`src/rtl/game_status_ctrl.sv`:
```
// Frame-level game referee: counts lives, grants post-hit invulnerability,
// keeps a saturating survival score and runs the IDLE/PLAY/DEAD/FINISHED machine.
module game_status_ctrl #(
  parameter int N_OBST        = 4,
  parameter int LIVES         = 3,
  parameter int INVULN_FRAMES = 60,
  parameter int GOAL_FRAMES   = 3600
) (
  input  logic              i_clk,
  input  logic              i_rst_n,
  input  logic              i_v_sync,
  input  logic              i_penguin_hit,
  input  logic [N_OBST-1:0] i_obstacle_hit,
  input  logic [N_OBST-1:0] i_crushed,
  input  logic              i_start,
  output logic [1:0]        o_state,
  output logic              o_is_dead,
  output logic              o_is_finished,
  output logic [2:0]        o_lives,
  output logic [15:0]       o_score,
  output logic              o_flash
);

  typedef enum logic [1:0] {
    IDLE     = 2'd0,
    PLAY     = 2'd1,
    DEAD     = 2'd2,
    FINISHED = 2'd3
  } state_t;

  localparam logic [2:0]  LIVES_INIT  = 3'(LIVES);
  localparam logic [7:0]  INVULN_INIT = 8'(INVULN_FRAMES);
  localparam logic [15:0] GOAL        = 16'(GOAL_FRAMES);

  state_t      state;
  logic        vs_q;
  logic        st_q;
  logic        hit_flag;
  logic        crush_flag;
  logic [2:0]  lives;
  logic [15:0] score;
  logic [7:0]  invuln;

  logic        vs_rise;
  logic        st_rise;
  logic        hit_term;
  logic        crush_term;
  logic        hit_now;
  logic        fatal;
  logic [15:0] score_inc;
  logic        goal_hit;

  function automatic logic [15:0] sat_inc(input logic [15:0] v);
    return (v == 16'hFFFF) ? v : v + 16'd1;
  endfunction

  assign vs_rise    = i_v_sync & ~vs_q;
  assign st_rise    = i_start & ~st_q;
  assign hit_term   = i_penguin_hit & (|i_obstacle_hit);
  assign crush_term = |i_crushed;

  // Frame verdict uses only the flags accumulated over the frame just ended.
  always_comb begin
    hit_now   = (hit_flag | crush_flag) && (invuln == 8'd0);
    fatal     = hit_now && (lives == 3'd1);
    score_inc = sat_inc(score);
    goal_hit  = (score_inc >= GOAL);
  end

  always_ff @(posedge i_clk or negedge i_rst_n) begin
    if (!i_rst_n) begin
      state      <= IDLE;
      vs_q       <= 1'b0;
      st_q       <= 1'b0;
      hit_flag   <= 1'b0;
      crush_flag <= 1'b0;
      lives      <= 3'd0;
      score      <= 16'd0;
      invuln     <= 8'd0;
    end else begin
      vs_q <= i_v_sync;
      st_q <= i_start;

      // A tick restarts accumulation with this cycle's pixel instead of OR-ing.
      if (state == PLAY) begin
        hit_flag   <= vs_rise ? hit_term   : (hit_flag   | hit_term);
        crush_flag <= vs_rise ? crush_term : (crush_flag | crush_term);
      end else begin
        hit_flag   <= 1'b0;
        crush_flag <= 1'b0;
      end

      case (state)
        IDLE: begin
          if (st_rise) begin
            state  <= PLAY;
            lives  <= LIVES_INIT;
            score  <= 16'd0;
            invuln <= 8'd0;
          end
        end
        PLAY: begin
          if (vs_rise) begin
            if (fatal) begin
              lives <= 3'd0;
              state <= DEAD;
            end else begin
              if (hit_now) begin
                lives  <= lives - 3'd1;
                invuln <= INVULN_INIT;
              end else if (invuln != 8'd0) begin
                invuln <= invuln - 8'd1;
              end
              score <= score_inc;
              if (goal_hit) state <= FINISHED;
            end
          end
        end
        DEAD, FINISHED: begin
          if (st_rise) state <= IDLE;
        end
        default: state <= IDLE;
      endcase
    end
  end

  assign o_state       = state;
  assign o_is_dead     = (state == DEAD);
  assign o_is_finished = (state == IDLE) || (state == FINISHED);
  assign o_lives       = lives;
  assign o_score       = score;
  assign o_flash       = (invuln != 8'd0) & invuln[2];

endmodule

```
`config.mk`:
```
export PLATFORM = sky130hd
export DESIGN_NAME = game_status_ctrl
export DESIGN_NICKNAME = d
export VERILOG_FILES = /design/src/rtl/game_status_ctrl.sv
export SDC_FILE = /design/constraint.sdc
export NUM_CORES = 1
export LEC_CHECK = 0
export CAP_MARGIN = 30
export CORE_MARGIN = 2
export CORE_UTILIZATION = 50
export CTS_CLUSTER_SIZE = 20
export DETAILED_ROUTE_END_ITERATION = 8
export PLACE_DENSITY = 0.88
export RECOVER_POWER = 100
export REMOVE_ABC_BUFFERS = 1
export SYNTH_ARGS = -nofsm -noshare
export SYNTH_HDL_FRONTEND = slang
export SYNTH_SLANG_ARGS = --single-unit
```
`constraint.sdc`:
```
create_clock -name i_clk -period 2.2 [get_ports i_clk]
set_input_delay 0.33 -clock i_clk [delete_from_list [all_inputs] [get_ports i_clk]]
set_output_delay 0.33 -clock i_clk [all_outputs]
set_load 0.03 [all_outputs]
```
==> results.toml <==
[place]
hpwl_mm = 4.15
port_buffers = 36
post-place-ws_ps = -12.9
gp_routability_congestion = 0.912
place_inst = 361
place_area_um2 = 2750

[clocking]
cts_buffer_depth = 2
hold_buffers = 0
cts_sinks = 33
cts_buffers = 5
htree_num_levels = 2
cts_root_buf = "clkbuf_8"
cts.clk_slew.worst_paths_ps = 70
tritoncts = "built"
worstSkewPairLatency_ps = 290

[die]
placementRows = 24
fp.dieArea_um2 = 5040
design.core.area_um2 = 4320
die_x_um = 71.0
initial_core_util = 0.519
ios = 37
die_h_um = 71.0

[sta]
drv_slew = 0
finClkSkew_ps = 6.99
finalSetupViolations = 0
fmax_mhz = 464
worst_slew_pin_slew_ps = 823
min_period_ps = 2150
finalCritPeriodShare = 0.979
max_slew_margin = 0.451
rsz0062_at_grt = "true"
hold_viol = 0
worst_slack_ps = 47.0

[final_layout]
final_cell_area_um2 = 2870
final_cell_count_no_fill = 371
final_nets = 339
diodes = 0
final_layout_size_suffix_gt1_frac = 0.147
synthToLayoutAreaGrowth_pct = 27.8

[critical_path]
cp-start-kind = "register"
worstSetupEndpointType = "register"
arrival_ps = 2320
crit_fanout = 10
max_stage_delay_ps = 370
setup.worst_path.class = "register to register"
required_ps = 2370
cpMostUsedCell = "buf_4"
cpMaxStageDelayCell = "dfrtp_1"
crit_chain = "inv_1, ha_1, nor4b_2, buf_4, and3_4, a311oi_2, buf_4, nand3_1, xor2_1, nor2_1"

[min_path]
min_path_type = "register to register"

[power_and_ir_drop]
ir_worst_vdd_mv = 0.588
power.switching_mw = 1.47
power_mw = 3.16
p_leak_nw = 1.26
pwr_density_cell_nw_per_um2 = 1100
seq_power_share = 0.271
p_clk_frac = 0.141
internal-power_mw = 1.70
comb_power_share = 0.588
switching_share = 0.464

[yosys]
synth_area_leaders = "dfrtp_1, o21ai_0, nand2_1, a21oi_1, ha_1"
synth.distinct_cells = 55
synthMuxAreaShare = 0
synth_compound_area_frac = 0.269
syn_inst = 265
ys_warn_count = 0
synthAdderAreaFrac = 0.0446
netlist_area_um2 = 2240
synth_ff_type = "dfrtp_1"
synth_commonest_cells = "dfrtp_1, nand2_1, o21ai_0"
synth_seq_cells = 33
synth_edf_count = 0
synth-simple-area-share = 0.244
ys_seq_area_frac = 0.368
avgSynthCellArea_um2 = 8.47
yosysMostFrequentCell = "dfrtp_1"
synth_top_family_by_area = "compound AO/OA/AOI/OAI gates"
synth_xor_area_frac = 0.0117
async_flop_share = 1.00
synth.top_cell.area_share = 0.368
synth_area_leader_cell = "dfrtp_1"

[global_route]
grt_max_degree = 34
overflow = 0
antenna_found_initial = 0
grt_pass1_vias = 2189
grt_first_pass_wirelength_mm = 9.80
track_usage = 0.241

[detailed_routing]
wire_per_inst_um = 16.0
vias = 2358
postRouteAntennaNets = 0
routed_wl_mm = 5.95
via_per_inst = 6.36
drt_first_pass_iters = 5
route.detailed.drc = 0
drt_iter0_markers = 206

[status]
status = "complete, no violations"

[flow_run]
drv_cap = 0
routing by layer:
metal	part of all wire	routed length, um	track usage
met1	0.44	2610	0.322
met3	0.071	423	0.0470
met4	0.019	112	0.0776
met2	0.47	2810	0.397
met5	0	0	0
through the flow:
stage	utilization	hold slack, ps	TNS, ps
floorplan	-	34.4	-2370
global placement	0.637	475	0
detailed placement	0.637	489	-12.9
CTS	0.657	458	0
global route	0.663	538	-151
finish	0.663	500	0
cells by family (layout without fill, tap and decap cells):
family | after synthesis | in the layout
DFF | 33 | 33
xor gates and xnor gates | 3 | 3
AOI/OAI and AO/OA | 90 | 90
buffers and inverters | 28 | 82
and+or+nand+nor | 103 | 103
adders and majority gates | 8 | 8
sequential cells by signal, indices dropped and copies added, names as in the netlist:
register and count:
o_lives 3, o_score 16, hit_flag 1, vs_q 1, o_state 2, crush_flag 1, st_q 1, invuln 8
power groups by stage:
| stage | sequential, mW | combinational [mW] | clock (mW) |
|---|---|---|---|
| final | 0.858 | 1.86 | 0.444 |
| after global routing | 0.878 | 2.05 | 0.470 |
| after CTS | 0.858 | 1.86 | 0.449 |
| after detailed placement | 0.867 | 1.84 | 0 |
| after global placement | 0.861 | 1.79 | 0 |
| after floorplan | 0.971 | 1.05 | 0 |
layout make-up:
class                      count  area, um2
clock buffer                   8       80.1
tap                           52       65.1
sequential                    33        826
multi-input combinational    204       1310
inverter                      12       45.0
timing repair buffer          62        543
fill                         365       1460
worst max-delay path, delay by kind of cell (launching register included):
family | cells | cell delay, ps
AO/OA/AOI/OAI | 1 | 350
buffers and inverters | 3 | 440
adder cells (fa/ha/maj) | 1 | 210
XOR/XNOR | 1 | 170
flip-flops | 1 | 370
AND/OR/NAND/NOR | 4 | 490
repair_timing:
action | in CTS | in global routing
hold endpoints to repair | 0 | 0
setup endpoints to repair | 2 | 10
gates resized for setup | 1 | 6
pin swaps | 0 | 2
buffers inserted | 0 | 2
cells in the final DEF, fill, tap and decap left out, types with 2 or more instances in the layout:
cell type	count
a22oi_1	2
dfrtp_1	33
and3_4	2
a311oi_2	2
o21ai_0	23
xor2_1	3
inv_1	12
o31ai_1	4
buf_4	23
clkbuf_1	5
and3_1	2
a31oi_1	4
nor3_1	6
o21ai_1	2
a21oi_1	20
clkdlybuf4s50_1	10
nand2b_1	5
nor4_1	6
nand3_1	9
nor2b_1	2
and4_1	2
nand2_1	28
o41ai_1	3
a22o_1	6
a41oi_1	5
nor2_1	18
and2_1	2
a31o_2	2
or3_1	3
ha_1	8
dlygate4sd3_1	25
o211ai_1	2
clkbuf_8	5
nand4_1	9
worst paths after layout:
| check | end | cells after the start | startpoint | slack, ps |
|---|---|---|---|---|
| worst min register to register | invuln[7] | 1 | invuln[7] | 500 |
| min in group asynchronous | invuln[1] | 2 | i_rst_n | 670 |
| max in group asynchronous | crush_flag | 2 | i_rst_n | 1020 |
| worst max register to register | o_score[2] | 10 | invuln[0] | 50 |
| worst max-delay path | o_score[2] | 10 | invuln[0] | 50 |
| worst min-delay path | invuln[7] | 1 | invuln[7] | 500 |
No activity file was read; power rests on OpenSTA's default activity.
==> patch 1 (config.mk and constraints unchanged) <==
Change the parameter `N_OBST` from 4 to 8.
--- a/src/rtl/game_status_ctrl.sv
+++ b/src/rtl/game_status_ctrl.sv
@@ -1,7 +1,7 @@
 // Frame-level game referee: counts lives, grants post-hit invulnerability,
 // keeps a saturating survival score and runs the IDLE/PLAY/DEAD/FINISHED machine.
 module game_status_ctrl #(
-  parameter int N_OBST        = 4,
+  parameter int N_OBST        = 8,
   parameter int LIVES         = 3,
   parameter int INVULN_FRAMES = 60,
   parameter int GOAL_FRAMES   = 3600
Interface: changed (resized i_crushed and i_obstacle_hit); port bits go from 37 to 45. No check against the original RTL was run, so the function may have changed too.
==> patch 1 against the original RTL <==
- synthesized area shrank 1.6%
- power increased by 19%
- final area rose by 15%
- setup slack lost 0.020 ns
- non-clock buffer count increased by 37
- clock skew up 0.0030 ns
- routed wire length grew 12%
- critical path depth fell by 5
- synthesized cell count down 4.9%
- sequential cell count unchanged
- fmax fell by 0.92%
==> patch 1: results (changes against the original RTL) <==
| Metric | Value |
|---|---|
| Status | finished, final reports clean (unchanged) |
| Sequential-to-total area share from yosys stat | 37.39% (was 36.81%) |
| Port bufs | 44 (was 36) |
| Drt first pass iters | 4 (was 5) |
| DR WL/cell | 16.72 um (was 16.04 um) |
| Share of layout cells above drive strength 1 | 29.11% (was 14.73%) |
| R2r endpoint | invuln[6]$_DFFE_PN0P_ (was o_score[2]$_DFFE_PN0P_) |
| R2R setup slack | 0.03 ns (was 0.05 ns) |
| DRT iter0 DRCs | 134 (was 206) |
| Sw Ratio | 44.44% (was 46.37%) |
| Worst-path fanout max | 13 (was 10) |
| Post-synth cell types | 54 (was 55) |
| Placed cell area | 3065 um2 (was 2754 um2) |
| R2R Path Start | invuln[5]$_DFFE_PN0P_ (was invuln[0]$_DFFE_PN0P_) |
| Largest register FFs | 16 (unchanged) |
| Leak | 1.514 nW (was 1.264 nW) |
| Total Routing Usage GR | 26.53% (was 24.12%) |
| Mapped Cells | 252 (was 265) |
| Crit path DAT | 2.35 ns (was 2.32 ns) |
| First-pass GRT wire length | 10640 um (was 9798 um) |
| Hold depth | 2 (was 1) |
| Vias per inst | 5.962 (was 6.356) |
| Worst Hold End | hit_flag$_DFF_PN0_ (was invuln[7]$_DFFE_PN0P_) |
| DP Cell Count | 391 (was 361) |
| Vias in the first global route | 2300 (was 2189) |
| Initial antenna violation count | 0 (unchanged) |
| Gp weighted congestion | 0.8943 (was 0.9115) |
| Dpl ws | -0.2165 ns (was -0.01288 ns) |
| Final Skew | 0.009974 ns (was 0.006991 ns) |
| Hold path start | hit_flag$_DFF_PN0_ (was invuln[7]$_DFFE_PN0P_) |
| Depth of the most critical reg-to-reg path | 5 (was 10) |
| CP max stage delay | 0.55 ns (was 0.37 ns) |
| Worst Hold Slack | 0.5514 ns (was 0.4996 ns) |
| Layout Cells excl Fill | 399 (was 371) |
| Maximum vdd drop | 0.5024 mV (was 0.5881 mV) |
| FILL cells | 281 (was 365) |
| Final Net Count | 375 (was 339) |
| Slowest-stage cell, CP | or4_4 (was dfrtp_1) |
| Placed wire-length estimate | 4602 um (was 4147 um) |
| Most common library cells after synthesis | 33 x dfrtp_1, 26 x o21ai_0, 24 x nand2_1, 19 x a21oi_1, 18 x nor2_1 (was 33 x dfrtp_1, 28 x nand2_1, 23 x o21ai_0, 20 x a21oi_1, 19 x nor2_1) |
| Measured slew at the worst slew-check pin | 0.8492 ns (was 0.8230 ns) |
| Synth top area cells | dfrtp_1 37%, o21ai_0 5.9%, ha_1 4.5% (was dfrtp_1 37%, o21ai_0 5.1%, nand2_1 4.7%) |
patch 1: cell types whose count changed after synthesis, sizes merged, moves of 3 or more:
cell	change
a311oi	-3
nand2	-3
a31o	-3
a41oi	-3
or4	+3
xor2	-3
a22o	-4
buf	-3
patch 1: cell type report:
cell class                 count  area, um2  share of cell area (%)
clock buffer                   6      72.57                   2.208
sequential                    33      827.0                   25.16
multi-input combinational    194       1401                   42.63
inverter                      13      48.80                   1.485
timing repair buffer          99      862.1                   26.23
clock inverter                 2      10.01                  0.3045
tap                           52      65.06                   1.979
patch 1: kinds of logic (layout without fill, tap and decap cells):
group                      after synthesis  count (layout)  share of synthesized area [%]
and+or+nand+nor                        103             103                          27.76
xor gates and xnor gates                 2               2                         0.7933
muxes                                    2               2                          1.020
DFF                                     33              33                          37.39
adders and majority gates                8               8                          4.533
AOI/OAI and AO/OA                       79              79                          23.51
buffers and inverters                   25             120                          4.986
patch 1: metal layers:
layer / vias up / track usage, % / share of wire, %
met5: - / 0 / 0
met2: 76 / 47.80 / 52
met1: 1163 / 31.93 / 41
li1: 1127 / - / -
met3: 13 / 3.896 / 4.9
met4: 0 / 9.188 / 1.9
patch 1: per-stage QoR:
| step | TNS [ns] | power (mW) |
|---|---|---|
| after global routing | -0.5589 | 4.026 |
| after global placement | -0.9428 | 3.017 |
| after CTS | -0.01648 | 3.615 |
| final | 0 | 3.773 |
| after floorplan | -2.237 | 2.063 |
| after detailed placement | -2.285 | 3.097 |
patch 1: critical path, delay by kind of cell, from the launching register on:
family | cells | cell delay (ns)
AO/OA/AOI/OAI | 3 | 1.00
flip-flops | 1 | 0.40
AND/OR/NAND/NOR | 2 | 0.67
patch 1: worst max-delay path by stage:
| stage | to | slack (ns) | cells past startpoint |
|---|---|---|---|
| 3_5_place_dp | o_score[10]$_DFFE_PN0P_ | -0.22 | 7 |
| 2_1_floorplan | o_state[1]$_DFFE_PN0P_ | -0.24 | 7 |
| 4_1_cts | o_lives[1]$_DFFE_PN0P_ | -0.008 | 10 |
| 5_1_grt | o_state[0]$_DFFE_PN0P_ | -0.06 | 8 |
| 6_report | invuln[6]$_DFFE_PN0P_ | 0.03 | 5 |
| 3_3_place_gp | o_score[10]$_DFFE_PN0P_ | -0.11 | 7 |
patch 1: power by group through the flow:
stage	logic, mW	clock network [mW]	registers, mW
after global placement	2.16	0	0.855
after CTS	2.30	0.459	0.851
final	2.47	0.452	0.856
after detailed placement	2.24	0	0.861
after floorplan	1.01	0	1.05
after global routing	2.67	0.479	0.874
patch 1: timing repair:
action / 4_1_cts / 5_1_grt
setup endpoints to repair: 21 / 28
gates resized for setup: 6 / 33
pin swaps: 2 / 4
==> patch 2 (config.mk and constraints unchanged) <==
Made on the original files. Register the outputs `o_is_dead`, `o_is_finished` and `o_flash`, cleared by the reset; this adds one clock of latency there. The other outputs are not delayed to match.
--- a/src/rtl/game_status_ctrl.sv
+++ b/src/rtl/game_status_ctrl.sv
@@ -125,11 +125,19 @@
   end
 
   assign o_state       = state;
-  assign o_is_dead     = (state == DEAD);
-  assign o_is_finished = (state == IDLE) || (state == FINISHED);
   assign o_lives       = lives;
   assign o_score       = score;
-  assign o_flash       = (invuln != 8'd0) & invuln[2];
+  always_ff @(posedge i_clk or negedge i_rst_n) begin
+    if (!i_rst_n) begin
+      o_is_dead     <= '0;
+      o_is_finished <= '0;
+      o_flash       <= '0;
+    end else begin
+      o_is_dead     <= (state == DEAD);
+      o_is_finished <= (state == IDLE) || (state == FINISHED);
+      o_flash       <= (invuln != 8'd0) & invuln[2];
+    end
+  end
 
 endmodule
 
Formal check against the unedited RTL: not equivalent (Yosys sat finds a counterexample within 4 cycles, from zero or initial values and one cycle with i_rst_n low).
==> patch 2 against the original RTL <==
- the run now ends with negative setup slack left
- die area grew 0.68%
- power grew 12%
- final area grew 8.9%
- fmax shrank 11%
- synthesized area grew 0.73%
- critical endpoint is now o_state[0]$_DFFE_PN0P_
- sequential cell count grew 3
- largest cell class unchanged
- sequential share of layout area grew 0.078 points
- routed wire length grew 13%
- hold slack gained 0.040 ns
- setup slack lost 0.28 ns
==> patch 2: results (changes against the original RTL) <==
| Metric | Value |
|---|---|
| CP max stage delay | 0.40 ns (was 0.37 ns) |
| Setup-failing EPs final | 2 (was 0) |
| Sw Ratio | 46.86% (was 46.37%) |
| Post-CTS Setup Bufs | 1 (was 0) |
| Hold depth | 0 (was 1) |
| Post-synth cell types | 53 (was 55) |
| Largest net degree at the start of global routing | 37 (was 34) |
| DR WL/cell | 17.62 um (was 16.04 um) |
| Pwr Total | 3.551 mW (was 3.162 mW) |
| GR Util met1 | 35.78% (was 32.15%) |
| Crit path DAT | 2.61 ns (was 2.32 ns) |
| Mux contribution to synthesized area | 1.384% (was 0%) |
| Vias in the first global route | 2404 (was 2189) |
| Clock power share | 12.8% (was 14.1%) |
| Sequential-to-total area share from yosys stat | 39.87% (was 36.81%) |
| Status | finished, violations left (was finished, final reports clean) |
| Comb power | 2.10 mW (was 1.86 mW) |
| Global routing usage on met3 | 6.188% (was 4.701%) |
| Total Routing Usage GR | 27.32% (was 24.12%) |
| Vias per inst | 6.423 (was 6.356) |
| Met2 WL post-DR | 3200 um (was 2808 um) |
| Relative slew margins | 39.73% (was 45.14%) |
| Post-synthesis adder-cell area fraction | 4.430% (was 4.462%) |
| PnR worst setup slack | -0.2285 ns (was 0.04701 ns) |
| Worst Hold Slack | 0.5395 ns (was 0.4996 ns) |
| R2r endpoint | o_state[0]$_DFFE_PN0P_ (was o_score[2]$_DFFE_PN0P_) |
| Most common library cells after synthesis | 36 x dfrtp_1, 31 x nand2_1, 26 x o21ai_0, 17 x a21oi_1, 15 x nor2_1 (was 33 x dfrtp_1, 28 x nand2_1, 23 x o21ai_0, 20 x a21oi_1, 19 x nor2_1) |
| Share of layout cells above drive strength 1 | 20.85% (was 14.73%) |
| Placed wire-length estimate | 4266 um (was 4147 um) |
| DRT iter0 DRCs | 340 (was 206) |
| Hold path start | invuln[2]$_DFFE_PN0P_ (was invuln[7]$_DFFE_PN0P_) |
| Final Skew | 0.007814 ns (was 0.006991 ns) |
| Drt first pass iters | 6 (was 5) |
| Failing checks | negative setup slack |
| Post-cts resize count | 10 (was 1) |
| Worst-path fanout max | 4 (was 10) |
| Synth Area in Compound Gates | 24.25% (was 26.94%) |
| WL met1 | 2807 um (was 2605 um) |
[patch 2: cell types whose count changed after synthesis, sizes merged, moves of 3 or more]
cell | unedited run | this run
dfrtp | 33 | 36
a31o | 3 | 0
a311oi | 3 | 0
xor2 | 3 | 0
o21ai | 25 | 28
a41oi | 5 | 2
nor2 | 19 | 15
nand2 | 28 | 32
a22o | 6 | 3
a21oi | 21 | 17
buf | 12 | 7
nand3 | 9 | 6
inv | 12 | 9
[patch 2: logic make-up after synthesis]
| kind of cell | count (synthesis) |
|---|---|
| mux | 3 |
| fa+ha+maj | 8 |
| simple gates | 103 |
| flops | 36 |
| xor+xnor | 1 |
| buf+inv | 21 |
| compound gates | 84 |
[patch 2: area by class of cell]
class	count	area [um2]
Multi-Input combinational cell	199	1368
Fill cell	296	1231
Sequential cell	36	902.1
Timing Repair Buffer	80	676.9
Clock buffer	6	72.57
Tap cell	52	65.06
Inverter	9	33.78
Clock inverter	1	5.005
